===== src/rtl/shift_sequencer_pkg.sv =====
// Shared definitions for the shift sequencer and the op decoder.
//   - default datapath / shift-count widths
//   - shifter op codes (ROL..RRC)
//   - sequencer FSM states
//   - decoded shifter control strobe bundle
package shift_sequencer_pkg;

    localparam int unsigned SEQ_W_DEFAULT     = 16;
    localparam int unsigned SEQ_CNT_W_DEFAULT = 4;

    typedef enum logic [2:0] {
        OP_ROL = 3'b000,
        OP_ROR = 3'b001,
        OP_ASL = 3'b010,
        OP_ASR = 3'b011,
        OP_LSL = 3'b100,
        OP_LSR = 3'b101,
        OP_RLC = 3'b110,
        OP_RRC = 3'b111
    } op_e;

    typedef enum logic [1:0] {
        ST_IDLE  = 2'b00,
        ST_LOAD  = 2'b01,
        ST_SHIFT = 2'b10,
        ST_DONE  = 2'b11
    } state_e;

    // Decoded shifter_module strobes (Ain..Ein, Rin, Lin)
    typedef struct packed {
        logic a;
        logic b;
        logic c;
        logic d;
        logic e;
        logic r;
        logic l;
    } ctrl_t;

endpackage


===== src/rtl/shift_sequencer_ctrl_dec.sv =====
// shifter_ctrl_dec: combinational op -> shifter_module strobe decoder.
// One truth table shared by the sequencer and the switch/LED board wrapper.
// Ports:
//   i_op    in  3  shift mode (ROL,ROR,ASL,ASR,LSL,LSR,RLC,RRC)
//   o_ctrl  out    decoded strobes {A,B,C,D,E,R,L}
module shifter_ctrl_dec
    import shift_sequencer_pkg::*;
(
    input  logic [2:0] i_op,
    output ctrl_t      o_ctrl
);

    always_comb begin
        o_ctrl   = '0;
        // Direction is carried purely by op bit 0: odd codes go right.
        o_ctrl.r = i_op[0];
        o_ctrl.l = ~i_op[0];
        case (i_op)
            OP_ROL: begin
                o_ctrl.b = 1'b1;
                o_ctrl.c = 1'b1;
            end
            OP_ROR: o_ctrl.d = 1'b1;
            OP_ASL,
            OP_ASR: o_ctrl.a = 1'b1;
            OP_LSL: o_ctrl.c = 1'b1;
            OP_RLC: begin
                o_ctrl.c = 1'b1;
                o_ctrl.e = 1'b1;
            end
            OP_RRC: o_ctrl.e = 1'b1;
            default: ;
        endcase
    end

endmodule


===== src/rtl/shift_sequencer.sv =====
// shift_sequencer: drives shifter_module for an N-step shift/rotate, feeding
// each single-step result back as the next operand.
// Ports:
//   clk, rst_n           clock (rising), async active-low reset
//   start                run request, sampled in IDLE only
//   op[2:0]              shift mode
//   count[CNT_W-1:0]     number of single-bit steps (0 = pass-through)
//   data_in[W-1:0]       initial operand
//   cf_in                initial carry
//   busy                 high from LOAD through DONE
//   done                 one-cycle pulse, result/cf_out valid
//   result[W-1:0]        final operand, held until next run
//   cf_out               final carry, held until next run
//   sh_rin..sh_ein,sh_shs  shifter_module strobes (SHIFT state only)
//   sh_a_bus[W-1:0]      operand to shifter_module A_bus
//   sh_result[W-1:0]     shifter_module result bus
//   sh_cf                shifter_module carry out
module shift_sequencer
    import shift_sequencer_pkg::*;
#(
    parameter int unsigned W     = SEQ_W_DEFAULT,
    parameter int unsigned CNT_W = SEQ_CNT_W_DEFAULT
) (
    input  logic             clk,
    input  logic             rst_n,
    input  logic             start,
    input  logic [2:0]       op,
    input  logic [CNT_W-1:0] count,
    input  logic [W-1:0]     data_in,
    input  logic             cf_in,
    output logic             busy,
    output logic             done,
    output logic [W-1:0]     result,
    output logic             cf_out,
    output logic             sh_rin,
    output logic             sh_lin,
    output logic             sh_ain,
    output logic             sh_bin,
    output logic             sh_cin,
    output logic             sh_din,
    output logic             sh_ein,
    output logic             sh_shs,
    output logic [W-1:0]     sh_a_bus,
    input  logic [W-1:0]     sh_result,
    input  logic             sh_cf
);

    state_e           r_state;
    state_e           w_next;
    logic [2:0]       r_op;
    logic [W-1:0]     r_work;
    logic             r_carry;
    logic [CNT_W-1:0] r_cnt;
    logic             r_done;
    logic [W-1:0]     r_result;
    logic             r_cf_out;
    ctrl_t            w_ctrl;
    logic             w_shift;

    shifter_ctrl_dec u_dec (
        .i_op   (r_op),
        .o_ctrl (w_ctrl)
    );

    always_ff @(posedge clk or negedge rst_n) begin
        if (!rst_n) begin
            r_state <= ST_IDLE;
        end else begin
            r_state <= w_next;
        end
    end

    // LOAD decides on the live count input because r_cnt is being loaded
    // on the same edge.
    always_comb begin
        w_next = ST_IDLE;
        case (r_state)
            ST_IDLE:  w_next = start ? ST_LOAD : ST_IDLE;
            ST_LOAD:  w_next = (count == '0) ? ST_DONE : ST_SHIFT;
            ST_SHIFT: w_next = (r_cnt == CNT_W'(1)) ? ST_DONE : ST_SHIFT;
            ST_DONE:  w_next = ST_IDLE;
            default:  w_next = ST_IDLE;
        endcase
    end

    // done is registered so it rises on the same edge that captures result.
    always_ff @(posedge clk or negedge rst_n) begin
        if (!rst_n) begin
            r_op     <= '0;
            r_work   <= '0;
            r_carry  <= 1'b0;
            r_cnt    <= '0;
            r_done   <= 1'b0;
            r_result <= '0;
            r_cf_out <= 1'b0;
        end else begin
            r_done <= (r_state == ST_DONE);
            case (r_state)
                ST_IDLE: begin
                    if (start) begin
                        r_op <= op;
                    end
                end
                ST_LOAD: begin
                    r_work  <= data_in;
                    r_carry <= cf_in;
                    r_cnt   <= count;
                end
                ST_SHIFT: begin
                    r_work  <= sh_result;
                    r_carry <= sh_cf;
                    r_cnt   <= r_cnt - CNT_W'(1);
                end
                ST_DONE: begin
                    r_result <= r_work;
                    r_cf_out <= r_carry;
                end
                default: ;
            endcase
        end
    end

    assign w_shift  = (r_state == ST_SHIFT);

    assign busy     = (r_state != ST_IDLE);
    assign done     = r_done;
    assign result   = r_result;
    assign cf_out   = r_cf_out;

    assign sh_shs   = w_shift;
    assign sh_ain   = w_shift & w_ctrl.a;
    assign sh_bin   = w_shift & w_ctrl.b;
    assign sh_cin   = w_shift & w_ctrl.c & r_carry;
    assign sh_din   = w_shift & w_ctrl.d;
    assign sh_ein   = w_shift & w_ctrl.e;
    assign sh_rin   = w_shift & w_ctrl.r;
    assign sh_lin   = w_shift & w_ctrl.l;
    assign sh_a_bus = r_work;

endmodule


===== config.mk =====
export PLATFORM = sky130hd
export DESIGN_NAME = shift_sequencer
export DESIGN_NICKNAME = d
export VERILOG_FILES = /design/src/rtl/shift_sequencer_pkg.sv /design/src/rtl/shift_sequencer_ctrl_dec.sv /design/src/rtl/shift_sequencer.sv
export SDC_FILE = /design/constraint.sdc
export NUM_CORES = 1
export LEC_CHECK = 0
export CAP_MARGIN = 20
export CORE_ASPECT_RATIO = 1.5
export CORE_UTILIZATION = 42
export CTS_CLUSTER_DIAMETER = 100
export DETAILED_ROUTE_END_ITERATION = 7
export PLACE_DENSITY = 0.8
export SLEW_MARGIN = 20
export SYNTH_ARGS = -nofsm -noshare
export SYNTH_HDL_FRONTEND = slang
export SYNTH_SLANG_ARGS = --single-unit
export TNS_END_PERCENT = 10

===== constraint.sdc =====
create_clock -name clk -period 1.6 [get_ports clk]
set_input_delay 0.32 -clock clk [delete_from_list [all_inputs] [get_ports clk]]
set_output_delay 0.32 -clock clk [all_outputs]
set_load 0.01 [all_outputs]

==> impl_metrics.tcl <==
set metrics [dict create \
    outcome "complete, but fails checks" \
    violations "negative setup slack" \
    r2r_start "r_state[0]$_DFF_PN0_" \
    syn_to_final_growth_pct 56.0 \
    cts_tree "built" \
    ys_top_cells_by_area "dfrtp_1 (55%), mux2_2 (11%), mux2i_1 (8.5%)" \
    synth_edf_count 0 \
    gp_congestion 0.745 \
    whs_path_depth 1 \
    fmax_ghz 0.590 \
    synth_area_mm2 0.00199 \
    finish.utilization_pct 68.5 \
    tightest_slew_ns 0.275 \
    ys_seq_elements 44 \
    cts_buffers 5 \
    grt_overflow_total 0 \
    die_w_um 58.2 \
    syn_area_per_cell_um2 11.9 \
    core_region_area_mm2 0.00454 \
    drive_gt1_share_pct 21.2 \
    path_clk_slew_ns 0.07 \
    placed_cells 320 \
    fin_crit_sh_pct 106 \
    ir_drop_mv 1.20 \
    min_from "result[1]$_DFFE_PN0P_" \
    crit_path_end_kind "primary output" \
    maxCapViolCount 0 \
    ant_nets 0 \
    hold_end "result[1]$_DFFE_PN0P_" \
    die_h_um 86.4 \
    yosysMostFrequentCell "dfrtp_1" \
    grt_pass1_vias 1572 \
    p_per_area_mw_per_mm2 2080 \
    postSynthCellCount 168 \
    path_max_fanout 3 \
    avgRoutedWirePerCell_um 13.4 \
    antenna_found_initial 0 \
    arrival_ns 1.38 \
    async_flop_share_pct 100 \
    cpMaxStageDelayCell "dfrtp_1" \
    root_buffer "clkbuf_8" \
    startpoint_type "flop" \
    min_period_ns 1.70 \
    path_cells "inv_2, ha_4, nor2b_4, nor3b_4, buf_2" \
    cts.sinks 44 \
    r2r_setup_slack_ns 0.08 \
    io_buffers 86 \
    layout_setup_ws_ns -0.0958 \
    r2r_end "sh_a_bus[5]$_DFFE_PN0P_" \
    htree_levels 2 \
    cp.required_ns 1.28 \
    final.setup_skew_ns 0.00169 \
    synth_ff_type "dfrtp_1" \
    insertion_delay_ns 0.29 \
    seq_area_frac_synth_pct 55.2 \
    grtUsageTotal_pct 19.0 \
    wirelength_um 4410 \
    drv_slew 0 \
    max-slew-margin-rel_pct 81.4 \
    rsz0062_at_grt "true" \
    initial_core_util_pct 43.9 \
    setup.worst_path.class "reg2out" \
    io_pins 87 \
    vias 1573 \
    r2r_cells 6 \
    viasPerCell 4.80 \
    final-instance-count-excl-fill 328 \
    yosys_warnings 0 \
    leakage_nw 1.34 \
    dr.first_iter.drc_count 35 \
    grt_first_pass_wirelength_um 7220 \
    synth_common_cells "dfrtp_1 (44), a21oi_1 (20), mux2_2 (20), nor2_1 (20), mux2i_1 (17)" \
    clk_path_buf_depth 2 \
    max_stage_delay_ns 0.40 \
    synth_cell_types 27 \
    setup_viol 6 \
    total_power_mw 6.46 \
    crit_buf_inv 2 \
    synth_largest_area_cell "dfrtp_1" \
    synth_top_area_share_pct 55.2 \
    grt_max_degree 45 \
    n_antenna_cell 0 \
    drt_drc_violations_left 0 \
    dpl.hpwl_um 3290 \
    finalNetCount 315 \
    fp.dieArea_mm2 0.00503 \
    path_delay_family "flip-flops" \
    syn-num-nets 219 \
    hold_path.class "reg2reg" \
    drt_pass1_iterations 3 \
    finalHoldViolations 0 \
    num_rows 30 \
]
[worst register-to-register path: cells and delay by family, from the launching register on]
kind	cells	cell delay [ns]
buffers and inverters	3	0.47
multiplexers	1	0.30
adder cells (fa/ha/maj)	1	0.14
flip-flops	1	0.40
AO/OA/AOI/OAI	1	0.10
[per-stage QoR]
stage                     TNS [ns]  setup slack (ns)  hold WS [ns]  area, um2
after floorplan                  0           0.00535        0.0244       2030
after global placement      -0.785            -0.185         0.314       3020
after detailed placement     -1.22            -0.245         0.313       3020
after CTS                   -0.403           -0.0997         0.512       3120
after global routing        -0.795            -0.170         0.540       3110
final                       -0.363           -0.0958         0.508       3110
[flip-flops by register name, indices dropped and copies added, names as in the netlist]
name and cells:
r_cnt 4, cf_out 1, r_op 3, done 1
r_carry 1, result 16, sh_a_bus 16, r_state 2
[power by group]
| part | internal (mW) | switching [mW] |
|---|---|---|
| clock network | 0.384 | 0.333 |
| registers | 1.70 | 0.432 |
| logic | 2.01 | 1.59 |
[layer usage]
metal	part of all wire [%]	track usage [%]	wire length, um
met1	39	20.9	1700
met2	55	34.5	2430
met3	4.2	4.48	183
met4	2.0	7.79	87
met5	0	0	0
[final cells by class]
class,instances,area (um2)
clock buffer,7,96.3
inverter,7,26.3
fill,360,1430
timing repair buffer,98,942
sequential,44,1100
multi-input combinational,108,863
tap,64,80.1
[cells in the final DEF (no fill, tap or decap), drive strengths merged, types with 2 or more instances in the layout]
| master | synthesis | final |
|---|---|---|
| o21ai | 2 | 2 |
| a21oi | 20 | 20 |
| clkdlybuf4s50 | 0 | 76 |
| buf | 9 | 17 |
| a221o | 2 | 2 |
| dfrtp | 44 | 44 |
| clkbuf | 0 | 9 |
| nor2 | 20 | 20 |
| mux2i | 17 | 17 |
| nand2 | 4 | 4 |
| ha | 7 | 7 |
| and3 | 2 | 2 |
| nand2b | 2 | 2 |
| nor3b | 2 | 2 |
| inv | 7 | 7 |
| mux2 | 20 | 20 |
[worst max path at each step]
stage	from	to	slack, ns	cells after the start
6_report	r_state[0]$_DFF_PN0_	sh_bin	-0.1	5
3_5_place_dp	r_state[0]$_DFF_PN0_	sh_bin	-0.25	5
5_1_grt	r_state[0]$_DFF_PN0_	sh_bin	-0.17	5
2_1_floorplan	r_state[0]$_DFF_PN0_	sh_bin	0.005	5
4_1_cts	r_state[0]$_DFF_PN0_	sh_bin	-0.1	5
3_3_place_gp	r_state[0]$_DFF_PN0_	sh_bin	-0.18	5
[cell families (layout without fill, tap and decap cells)]
kind of cell    after synthesis  after routing  synth area share, %
flops                        44             44                 55.2
buf+inv                      16            112                 3.83
mux                          37             37                 19.8
simple gates                 36             36                 8.54
fa+ha+maj                     7              7                 4.39
compound gates               28             28                 8.16
[timing repair]
item | CTS | global route
hold buffers | 1 | 0
hold endpoints to repair | 22 | 0
endpoints found under the setup margin | 9 | 10
gates resized for setup | 32 | 3
pin swaps | 1 | 0
gates cloned | 0 | 0
setup buffers | 0 | 0
No activity file was read; power rests on OpenSTA's default activity.
==> edit 1 (config.mk and constraints unchanged) <==
Make the reset (`rst_n`) synchronous in 2 clocked blocks. Comments in the files are not updated.
--- a/src/rtl/shift_sequencer.sv
+++ b/src/rtl/shift_sequencer.sv
@@ -62,7 +62,7 @@
         .o_ctrl (w_ctrl)
     );
 
-    always_ff @(posedge clk or negedge rst_n) begin
+    always_ff @(posedge clk) begin
         if (!rst_n) begin
             r_state <= ST_IDLE;
         end else begin
@@ -84,7 +84,7 @@
     end
 
     // done is registered so it rises on the same edge that captures result.
-    always_ff @(posedge clk or negedge rst_n) begin
+    always_ff @(posedge clk) begin
         if (!rst_n) begin
             r_op     <= '0;
             r_work   <= '0;
Formal check against the unedited RTL: differs if rst_n is asserted again (counterexample within 4 cycles, from zero or initial values and one cycle with rst_n low); with rst_n held inactive, the same outputs for 10 cycles.
==> edit 1 against the unedited design <==
  * The flow finishes with violations (DRC, setup timing)
  * Clock power fell by 11%
  * Largest power group unchanged
  * Hold slack worse by 13 ps
  * Worst setup slack improved by 94 ps
  * Sequential power decreased by 26%
  * Core utilization fell by 1.8 points
  * Sequential share of layout area shrank 6.0 points
  * Wire length is 6.5% higher
  * Sequential cell count did not move
  * Cell area fell by 3.5%
  * Total power shrank 37%
  * Synthesized area is 2.1% lower
==> edit 1: results (changes against the unedited design) <==
| Metric | Value |
|---|---|
| Reg2reg path depth | 6 (unchanged) |
| Placed insts | 334 (was 320) |
| Hold Crit Start | cf_out (was result[1]) |
| Global placement routability congestion | 0.777 (was 0.745) |
| Synth cell types | 29 (was 27) |
| Final WS setup | -2.27 ps (was -95.8 ps) |
| Post-Synth Adder-Cell Area | 0.0449 (was 0.0439) |
| Critical-path top delay cell | dfxtp_2 (was dfrtp_1) |
| Fillers | 377 (was 360) |
| Setup WS pre-CTS | -177 ps (was -245 ps) |
| Placed inst area | 0.00292 sq mm (was 0.00302 sq mm) |
| Global-route wire length before repair | 7.78 mm (was 7.22 mm) |
| FF-to-FF End | sh_a_bus[12] (was sh_a_bus[5]) |
| Initial DRC Count | 58 (was 35) |
| Share of layout cells above drive strength 1 | 0.133 (was 0.212) |
| Vias per Instance | 5.13 (was 4.80) |
| Synth top area cells | dfxtp_1 (45%), mux2i_1 (18%), a211oi_1 (7.7%), nor2_1 (7.3%), ha_1 (4.5%) (was dfrtp_1 (55%), mux2_2 (11%), mux2i_1 (8.5%), a21oi_1 (5.0%), ha_1 (4.4%)) |
| Switching part of the total | 0.346 (was 0.365) |
| CP startpoint | r_state[0] (unchanged) |
| Ys flop type | dfxtp_1 (was dfrtp_1) |
| Async SR Flop Fraction | 0 (was 1.00) |
| Setup_tns | -2.27 ps (was -363 ps) |
| Worst slew pin tran | 258 ps (was 275 ps) |
| Compound-cell area share of the yosys netlist | 0.106 (was 0.0816) |
| Max incr delay on CP | 340 ps (was 400 ps) |
| Global-route track usage on met1 | 0.207 (was 0.209) |
| Arrival time worst endpoint | 1280 ps (was 1380 ps) |
| Crit path max fanout | 4 (was 3) |
| Register-to-register setup slack | 100 ps (was 80 ps) |
| Combinational power share | 0.460 (was 0.558) |
| Hold WS | 495 ps (was 508 ps) |
| Synth top cells by count | dfxtp_1 (44), nor2_1 (38), mux2i_1 (35), a211oi_1 (20), ha_1 (7) (was dfrtp_1 (44), a21oi_1 (20), mux2_2 (20), nor2_1 (20), mux2i_1 (17)) |
| Hold depth | 2 (was 1) |
| Run status | complete, but fails checks (unchanged) |
| Hold Path End | cf_out (was result[1]) |
| Syn Inst Count | 200 (was 168) |
| Seq/Total Area, Yosys | 0.451 (was 0.552) |
| Failing checks | DRC, setup timing (was setup timing) |
| Setup crit end | sh_din (was sh_bin) |
| Remaining DRCs | 5 (was 0) |
| Vias in the first global route | 1713 (was 1572) |
| Largest net degree at the start of global routing | 33 (was 45) |
| Finished Layout Cells | 341 (was 328) |
| Clock network power | 636 uW (was 717 uW) |
| TritonRoute pass-1 iters | 6 (was 3) |
| R2R Path Start | r_state[1] (was r_state[0]) |
| Met2 Resource Use GR | 0.390 (was 0.345) |
| P_comb | 1890 uW (was 3600 uW) |
| Total Routing Usage GR | 0.205 (was 0.190) |
| Grt met3 use | 0.0558 (was 0.0448) |
| Final setup fails | 1 (was 6) |
| Static leakage | 0.00115 uW (was 0.00134 uW) |
==> edit 1: cell count changes after synthesis, sizes merged, moves of 3 or more <==
| cell | unedited run | this run |
|---|---|---|
| dfxtp | 0 | 44 |
| nor2 | 20 | 38 |
| mux2 | 20 | 0 |
| dfrtp | 44 | 0 |
| mux2i | 17 | 35 |
| a21oi | 20 | 4 |
| nor2b | 1 | 4 |
| a211oi | 1 | 20 |
| clkbuf | 0 | 5 |
==> edit 1: final cells by class <==
class	count	area, sq um	area share
tap	48	60.1	0.0200
timing repair buffer	100	980	0.326
sequential	44	883	0.294
clock inverter	1	5.00	0.00167
inverter	7	26.3	0.00875
clock buffer	6	72.6	0.0242
multi-input combinational	135	975	0.325
==> edit 1: worst min-delay path, delay by kind of cell (launching register included) <==
kind          cells  cell delay (ps)
simple gates      1               70
flops             1              330
mux               1               60
==> edit 1: metal layers <==
layer / vias to the layer above / wire, um
met3: 4 / 253
li1: 882 / -
met1: 810 / 1730
met5: - / 0
met4: 0 / 47
met2: 53 / 2660
==> edit 2 (same flow settings) <==
Made on the original files. `SEQ_W_DEFAULT`: 16 -> 12.
--- a/src/rtl/shift_sequencer_pkg.sv
+++ b/src/rtl/shift_sequencer_pkg.sv
@@ -5,7 +5,7 @@
 //   - decoded shifter control strobe bundle
 package shift_sequencer_pkg;
 
-    localparam int unsigned SEQ_W_DEFAULT     = 16;
+    localparam int unsigned SEQ_W_DEFAULT     = 12;
     localparam int unsigned SEQ_CNT_W_DEFAULT = 4;
 
     typedef enum logic [2:0] {
Interface: changed (resized data_in, result, sh_a_bus and sh_result); port bits go from 87 to 71. The function was not compared with the original's and may differ.
==> edit 2 against the unedited design <==
  * The run still ends with setup timing left
  * Worst setup slack got worse by 17 ps
  * Total power down 15%
  * Cell area decreased by 17%
  * Combinational power decreased by 15%
  * Sequential share of layout area shrank 0.66 points
  * Sequential cell count down 8
  * Synthesized area is 17% lower
  * Wire length is 7.5% lower
  * Critical path type unchanged
==> edit 2: results (changes against the unedited design) <==
| Metric | Value |
|---|---|
| Failing checks | setup timing (unchanged) |
| Final WS setup | -113 ps (was -95.8 ps) |
| Switching part of the total | 0.368 (was 0.365) |
| # Post-CTS Setup Buffers | 2 (was 0) |
| Setup WS pre-CTS | -313 ps (was -245 ps) |
| P_comb | 3050 uW (was 3600 uW) |
| Fillers | 308 (was 360) |
| FF/Latch Area | 901 sq um (was 0.00110 sq mm) |
| Top delay family on crit path | buffers and inverters (was flip-flops) |
| Post-Synth Adder-Cell Area | 0.0529 (was 0.0439) |
| Mux contribution to synthesized area | 0.187 (was 0.198) |
| Worst Hold Class | input pin to asynchronous set/reset pin (was register to register) |
| Hold WS | 63.7 ps (was 508 ps) |
| Placed insts | 258 (was 320) |
| TritonRoute pass-1 iters | 4 (was 3) |
| Seq pwr share | 0.323 (was 0.331) |
| Global placement routability congestion | 0.756 (was 0.745) |
| Run status | complete, but fails checks (unchanged) |
| Final setup fails | 6 (unchanged) |
| Vias in the first global route | 1489 (was 1572) |
| Max-Slew Margin vs Limit | 0.697 (was 0.814) |
| Setup_tns | -363 ps (about the same) |
| Crit path max fanout | 2 (was 3) |
| Worst VDD drop | 1.44 mV (was 1.20 mV) |
| Synth cell types | 26 (was 27) |
| Compound-cell area share of the yosys netlist | 0.0854 (was 0.0816) |
| Vias | 1379 (was 1573) |
| WL per Instance | 15.1 um (was 13.4 um) |
| Seq power | 1770 uW (was 2140 uW) |
| Share of layout cells above drive strength 1 | 0.217 (was 0.212) |
| Total Routing Usage GR | 0.220 (was 0.190) |
| Synth top cells by count | dfrtp_1 (36), a21oi_1 (16), mux2_2 (16), nor2_1 (16), mux2i_1 (13) (was dfrtp_1 (44), a21oi_1 (20), mux2_2 (20), nor2_1 (20), mux2i_1 (17)) |
| Static leakage | 0.00113 uW (was 0.00134 uW) |
| Nets | 268 (was 315) |
| Detailed Place HPWL | 3.02 mm (was 3.29 mm) |
| Synth top area cells | dfrtp_1 (54%), mux2_2 (11%), mux2i_1 (7.9%), ha_1 (5.3%), a21oi_1 (4.8%) (was dfrtp_1 (55%), mux2_2 (11%), mux2i_1 (8.5%), a21oi_1 (5.0%), ha_1 (4.4%)) |
| Global-route wire length before repair | 6.67 mm (was 7.22 mm) |
| Final Skew | 6.29 ps (was 1.69 ps) |
[edit 2: cell types whose count changed after synthesis, moves of 3 or more]
cell / change
mux2_2: -4
a21oi_1: -4
nor2_1: -4
mux2i_1: -4
dfrtp_1: -8
buf_2: -4
clkbuf_1: +3
[edit 2: area by class of cell]
| cell class | count | share of cell area |
|---|---|---|
| timing repair buffer | 83 | 0.305 |
| tap | 43 | 0.0208 |
| multi-input combinational | 92 | 0.282 |
| clock buffer | 8 | 0.0347 |
| inverter | 7 | 0.0101 |
| sequential | 36 | 0.347 |
[edit 2: metal layers]
metal / wire, um / global-route usage
met1: 1520 / 0.223
met2: 2260 / 0.395
met3: 211 / 0.0709
met4: 75 / 0.0868
met5: 0 / 0
[edit 2: final timing paths]
kind / startpoint / end
max: r_state[1] / busy
min reg2reg: result[9] / result[9]
min in group clk: result[9] / result[9]
max reg2reg: r_state[1] / r_cnt[3]
max in group asynchronous: rst_n / r_cnt[0]
min: rst_n / result[9]
